### src/rtl/alu_sequencer.sv
// Fetch/decode/execute controller for the 8-bit accumulator ALU.
// Three cycles per instruction; keeps a carry flag for conditional jumps.
module alu_sequencer #(
  parameter int PC_WIDTH     = 8,
  parameter int RA_WIDTH     = 3,
  parameter int OPCODE_WIDTH = 4
) (
  input  logic                    clk,
  input  logic                    rst_n,
  input  logic                    start,
  input  logic [OPCODE_WIDTH+7:0] instr,
  input  logic                    alu_cy,
  output logic [PC_WIDTH-1:0]     pc,
  output logic                    alu_ce,
  output logic                    cy_ce,
  output logic [OPCODE_WIDTH-1:0] opcode,
  output logic [RA_WIDTH-1:0]     reg_addr,
  output logic                    busy,
  output logic                    halted
);

  localparam logic [OPCODE_WIDTH-1:0] OP_ADD = OPCODE_WIDTH'(4'h0);
  localparam logic [OPCODE_WIDTH-1:0] OP_SUB = OPCODE_WIDTH'(4'h1);
  localparam logic [OPCODE_WIDTH-1:0] OP_LD  = OPCODE_WIDTH'(4'h2);
  localparam logic [OPCODE_WIDTH-1:0] OP_AND = OPCODE_WIDTH'(4'h3);
  localparam logic [OPCODE_WIDTH-1:0] OP_OR  = OPCODE_WIDTH'(4'h4);
  localparam logic [OPCODE_WIDTH-1:0] OP_XOR = OPCODE_WIDTH'(4'h5);
  localparam logic [OPCODE_WIDTH-1:0] OP_NOT = OPCODE_WIDTH'(4'h6);
  localparam logic [OPCODE_WIDTH-1:0] OP_JMP = OPCODE_WIDTH'(4'h8);
  localparam logic [OPCODE_WIDTH-1:0] OP_JC  = OPCODE_WIDTH'(4'h9);
  localparam logic [OPCODE_WIDTH-1:0] OP_JNC = OPCODE_WIDTH'(4'hA);
  localparam logic [OPCODE_WIDTH-1:0] OP_HLT = OPCODE_WIDTH'(4'hF);

  typedef enum logic [2:0] {
    S_IDLE   = 3'd0,
    S_FETCH  = 3'd1,
    S_DECODE = 3'd2,
    S_EXEC   = 3'd3,
    S_HALT   = 3'd4
  } state_t;

  function automatic logic is_carry_op(input logic [OPCODE_WIDTH-1:0] op);
    return (op == OP_ADD) || (op == OP_SUB);
  endfunction

  function automatic logic is_alu_op(input logic [OPCODE_WIDTH-1:0] op);
    return is_carry_op(op) || (op == OP_LD) || (op == OP_AND) || (op == OP_OR) ||
           (op == OP_XOR) || (op == OP_NOT);
  endfunction

  state_t                  state_r, state_s;
  logic [PC_WIDTH-1:0]     pc_r, pc_s, pc_inc_s, target_s;
  logic [OPCODE_WIDTH+7:0] ir_r, ir_s;
  logic [OPCODE_WIDTH-1:0] ir_op_s;
  logic                    cflag_r, cflag_s;
  logic [OPCODE_WIDTH-1:0] opcode_r, opcode_s;
  logic [RA_WIDTH-1:0]     reg_addr_r, reg_addr_s;
  logic                    alu_ce_r, alu_ce_s;
  logic                    cy_ce_r, cy_ce_s;
  logic                    busy_r, busy_s;
  logic                    halted_r, halted_s;

  assign ir_op_s  = ir_r[OPCODE_WIDTH+7:8];
  assign target_s = ir_r[PC_WIDTH-1:0];
  assign pc_inc_s = pc_r + PC_WIDTH'(1);

  // Next-state, next-pc, carry flag and registered-output decode
  always_comb begin
    state_s    = state_r;
    pc_s       = pc_r;
    ir_s       = ir_r;
    cflag_s    = cflag_r;
    opcode_s   = opcode_r;
    reg_addr_s = reg_addr_r;
    case (state_r)
      S_IDLE, S_HALT: begin
        if (start) begin
          pc_s    = '0;
          cflag_s = 1'b0;
          state_s = S_FETCH;
        end else begin
          state_s = state_r;
        end
      end
      S_FETCH: state_s = S_DECODE;
      S_DECODE: begin
        ir_s       = instr;
        opcode_s   = instr[OPCODE_WIDTH+7:8];
        reg_addr_s = instr[RA_WIDTH-1:0];
        state_s    = S_EXEC;
      end
      S_EXEC: begin
        state_s = S_FETCH;
        // ALU has just produced cy on this cycle's negedge; logic ops leave no carry
        if (is_carry_op(ir_op_s)) begin
          cflag_s = alu_cy;
        end else if (is_alu_op(ir_op_s)) begin
          cflag_s = 1'b0;
        end else begin
          cflag_s = cflag_r;
        end
        case (ir_op_s)
          OP_JMP: pc_s = target_s;
          OP_JC:  pc_s = cflag_r ? target_s : pc_inc_s;
          OP_JNC: pc_s = cflag_r ? pc_inc_s : target_s;
          OP_HLT: begin
            pc_s    = pc_r;
            state_s = S_HALT;
          end
          default: pc_s = pc_inc_s;
        endcase
      end
      default: state_s = S_IDLE;
    endcase
    alu_ce_s = (state_s == S_EXEC) && is_alu_op(opcode_s);
    cy_ce_s  = (state_s == S_EXEC) && is_carry_op(opcode_s);
    busy_s   = (state_s == S_FETCH) || (state_s == S_DECODE) || (state_s == S_EXEC);
    halted_s = (state_s == S_HALT);
  end

  // State, program counter, instruction and flag registers
  always_ff @(posedge clk or negedge rst_n) begin
    if (!rst_n) begin
      state_r <= S_IDLE;
      pc_r    <= '0;
      ir_r    <= '0;
      cflag_r <= 1'b0;
    end else begin
      state_r <= state_s;
      pc_r    <= pc_s;
      ir_r    <= ir_s;
      cflag_r <= cflag_s;
    end
  end

  // Registered ALU controls and status outputs
  always_ff @(posedge clk or negedge rst_n) begin
    if (!rst_n) begin
      opcode_r   <= '0;
      reg_addr_r <= '0;
      alu_ce_r   <= 1'b0;
      cy_ce_r    <= 1'b0;
      busy_r     <= 1'b0;
      halted_r   <= 1'b0;
    end else begin
      opcode_r   <= opcode_s;
      reg_addr_r <= reg_addr_s;
      alu_ce_r   <= alu_ce_s;
      cy_ce_r    <= cy_ce_s;
      busy_r     <= busy_s;
      halted_r   <= halted_s;
    end
  end

  assign pc       = pc_r;
  assign alu_ce   = alu_ce_r;
  assign cy_ce    = cy_ce_r;
  assign opcode   = opcode_r;
  assign reg_addr = reg_addr_r;
  assign busy     = busy_r;
  assign halted   = halted_r;

endmodule

### config.mk
export PLATFORM = sky130hd
export DESIGN_NAME = alu_sequencer
export DESIGN_NICKNAME = d
export VERILOG_FILES = /design/src/rtl/alu_sequencer.sv
export SDC_FILE = /design/constraint.sdc
export NUM_CORES = 1
export LEC_CHECK = 0
export CAP_MARGIN = 0
export CORE_ASPECT_RATIO = 2
export CORE_UTILIZATION = 53
export CTS_BUF_LIST = sky130_fd_sc_hd__clkbuf_16
export CTS_CLUSTER_SIZE = 14
export DETAILED_ROUTE_END_ITERATION = 6
export GPL_ROUTABILITY_DRIVEN = 0
export PLACE_DENSITY = 0.83
export SLEW_MARGIN = 15
export SYNTH_ARGS = -nofsm -noshare
export SYNTH_HDL_FRONTEND = slang
export SYNTH_SLANG_ARGS = --single-unit
### constraint.sdc
create_clock -name clk -period 2.91 [get_ports clk]
set_input_delay 0.873 -clock clk [delete_from_list [all_inputs] [get_ports clk]]
set_output_delay 0.873 -clock clk [all_outputs]
set_load 0.05 [all_outputs]
==> qor.tcl <==
set qor(power.density_nw_per_um2) 1260
set qor(routed_wl_microns) 3500
set qor(min-delay-path-class) {reg -> reg}
set qor(worstPathCellList) {clkdlybuf4s50_1}
set qor(final_cell_utilization_of_the_core_pct) 72.6
set qor(syn2layout_area_growth_pct) 29.2
set qor(leakage_nw) 0.922
set qor(buffer_depth_of_the_longest_clock_path) 2
set qor(relSlewSlack_pct) 66.3
set qor(fin_nets) 213
set qor(worst_ep_required_time_ns) 2.04
set qor(number_of_global_route_vias_before_repair) 1302
set qor(timing.critical_path.arrival_ns) 1.53
set qor(insertion_delay_ns) 0.27
set qor(whs_ns) 0.482
set qor(worst_setup_hold_path_clk_slew_ns) 0.05
set qor(report.final.hold_viol_count) 0
set qor(max_stage_delay_cell_worst_path) {clkdlybuf4s50_1}
set qor(post_synth_instance_area_sq_um) 1560
set qor(place_hpwl_microns) 2500
set qor(fp_rows) 27
set qor(worst_path_dominant_cell_family) {buffers and inverters}
set qor(timing.setup.critical_path_class) {reg -> out}
set qor(ys_seq_area_share_pct) 51.4
set qor(chipHeight_microns) 78.6
set qor(first_pass_grt_wire_length_microns) 5620
set qor(drt_iter0_markers) 63
set qor(cts_buffers) 5
set qor(timing_max_transition_violations_final) 0
set qor(status) {completed}
set qor(grt_setup_unrepaired) {no}
set qor(initial_antenna_violation_count) 0
set qor(grt_overflow) 0
set qor(cts_tree) {yes}
set qor(critPathCaptureType) {output pin}
set qor(post_cts_resized) 0
set qor(max-cap-violations) 0
set qor(via_total_after_detailed_routing) 1322
set qor(die_area_sq_um) 3170
set qor(accumulated_negative_setup_slack_ns) 0
set qor(placeableCoreArea_sq_um) 2770
set qor(peakVddDrop_mv) 0.815
set qor(cts_setup_buffers) 0
set qor(synth_nets) 179
set qor(final_period_minus_worst_setup_slack_ns) 2.41
set qor(cp_max_fo) 7
set qor(count_of_buffers_from_port_buffering) 34
set qor(synthesized_area_divided_by_synthesized_cell_count_sq_um) 9.61
set qor(antenna_cells) 0
set qor(ratio_of_routed_vias_to_standard_cells) 5.88
set qor(die_width_microns) 40.3
set qor(layout_commonest_cell) {nand2_1}
set qor(finalCritPeriodShare_pct) 82.7
set qor(synth_top_area_share_pct) 51.4
set qor(synthesis.instances) 162
set qor(synth_top_area_cell) {dfrtp_1}
set qor(critPathLaunchType) {register}
set qor(setup_violations) 0
set qor(drcViolationCount) 0
set qor(largest_net_degree_at_the_start_of_global_routing) 33
set qor(maximum_clock_frequency_ghz) 0.416
set qor(critPathBufInv) 1
set qor(cts_num_sinks) 32
set qor(num_io_pins) 35
set qor(post_synth_num_cell_types) 41
set qor(cts_root_buffer) {clkbuf_16}
set qor(drive_above_1_share_pct) 5.61
set qor(worst-slew-pin-transition_ns) 0.505
set qor(holdBufCountCts) 0
set qor(synth-seq-cells) 32
set qor(route.antenna.remaining_nets) 0
set qor(wl_per_cell_microns) 15.5
set qor(synth.yosys.warnings) 0
set qor(router_iterations_before_antenna_repair) 4
set qor(cts_htree_levels) 2
set qor(initial_utilization_pct) 56.2
set qor(gr-usage-all-layers_pct) 25.9
set qor(post-layout-total-power_mw) 2.53
set qor(leading_cell_types_in_the_layout_fill_and_taps_excluded) {50 x nand2_1, 34 x clkdlybuf4s50_1, 32 x dfrtp_1}
set qor(synth_top_cells_by_area) {dfrtp_1 51%, nand2_1 12%, mux2i_1 3.2%, o21ai_1 2.6%, a32oi_1 1.7%}
set qor(fin_worst_skew_ns) 0.00569
set qor(slowest_delay_ns) 0.83
registers in the layout, indices dropped and copies added, names as in the netlist:
register and cells:
cflag_r 1, busy 1, state_r 3, alu_ce 1, cy_ce 1, pc 8
opcode 4, halted 1, ir_r 12
metrics by stage:
stage	area (sq um)	cells	setup slack (ns)
CTS	2010	225	0.500
finish	2010	225	0.504
global placement	1880	218	0.505
floorplan	1560	162	1.09
global route	2010	225	0.449
detailed placement	1880	218	0.432
metal layers:
layer,global-route usage (%),wire [microns],vias up
met5,0,0,-
met4,12.0,99,0
met3,8.19,142,10
met2,44.9,1950,37
met1,25.0,1300,657
li1,-,-,618
final timing paths:
kind | start | end | slack, ns | cells after the start
min in group asynchronous | rst_n | ir_r[0]$_DFFE_PN0P_ | 1.00 | 2
setup reg to reg | state_r[0]$_DFF_PN0_ | cy_ce$_DFF_PN0_ | 1.17 | 3
max in group asynchronous | rst_n | ir_r[6]$_DFFE_PN0P_ | 1.62 | 2
hold reg to reg | ir_r[7]$_DFFE_PN0P_ | ir_r[7]$_DFFE_PN0P_ | 0.48 | 2
setup / recovery | pc[4]$_DFFE_PN0P_ | pc[4] | 0.50 | 1
hold / removal | ir_r[7]$_DFFE_PN0P_ | ir_r[7]$_DFFE_PN0P_ | 0.48 | 2
worst min-delay path: cells and delay by family, from the launching register on:
family	cells	cell delay (ns)
DFF	1	0.34
and+or+nand+nor	2	0.11
cells in the mapped netlist:
library cell   n
and4_1         1
nor3b_2        1
nor3b_1        1
a21oi_4        1
nand3b_1       2
o211ai_1       1
o21ai_0        3
nand4_1        2
nor2_1         5
nor3_1         3
a311oi_1       1
nand2b_1       2
mux2i_1        5
nor2b_1        2
and2_1         3
inv_1          4
buf_4          3
o22a_1         1
buf_2          2
ha_1           1
xor2_1         2
mux2_4         1
o2111ai_1      1
and3_1         1
a32oi_1        3
a21oi_1        2
a32o_1         2
and3b_1        2
or2_1          1
buf_12         1
a21boi_1       1
or4b_1         1
dfrtp_1       32
o21ai_1        8
nand3_1        4
a211oi_1       1
or3b_1         1
buf_6          1
clkbuf_1       2
nand2_1       50
o31ai_1        1
kinds of logic after synthesis:
kind of cell | count (synthesis) | share of synthesized area, %
flops | 32 | 51.4
fa+ha+maj | 1 | 0.804
compound gates | 26 | 11.8
xor+xnor | 2 | 1.13
buf+inv | 13 | 5.55
mux | 6 | 4.18
simple gates | 82 | 25.1
power breakdown:
group | switching (mW) | leakage, nW | internal, mW
combinational | 0.781 | 0.444 | 0.444
clock | 0.167 | 0.0709 | 0.306
sequential | 0.193 | 0.407 | 0.635
total | 1.14 | 0.922 | 1.38
cell type report:
type	count	area [sq um]
Clock inverter	2	8.76
Sequential cell	32	801
Fill cell	206	759
Inverter	4	15.0
Timing Repair Buffer	36	355
Clock buffer	5	125
Multi-Input combinational cell	117	669
Tap cell	29	36.3
Power figures use the tool's default switching activity.
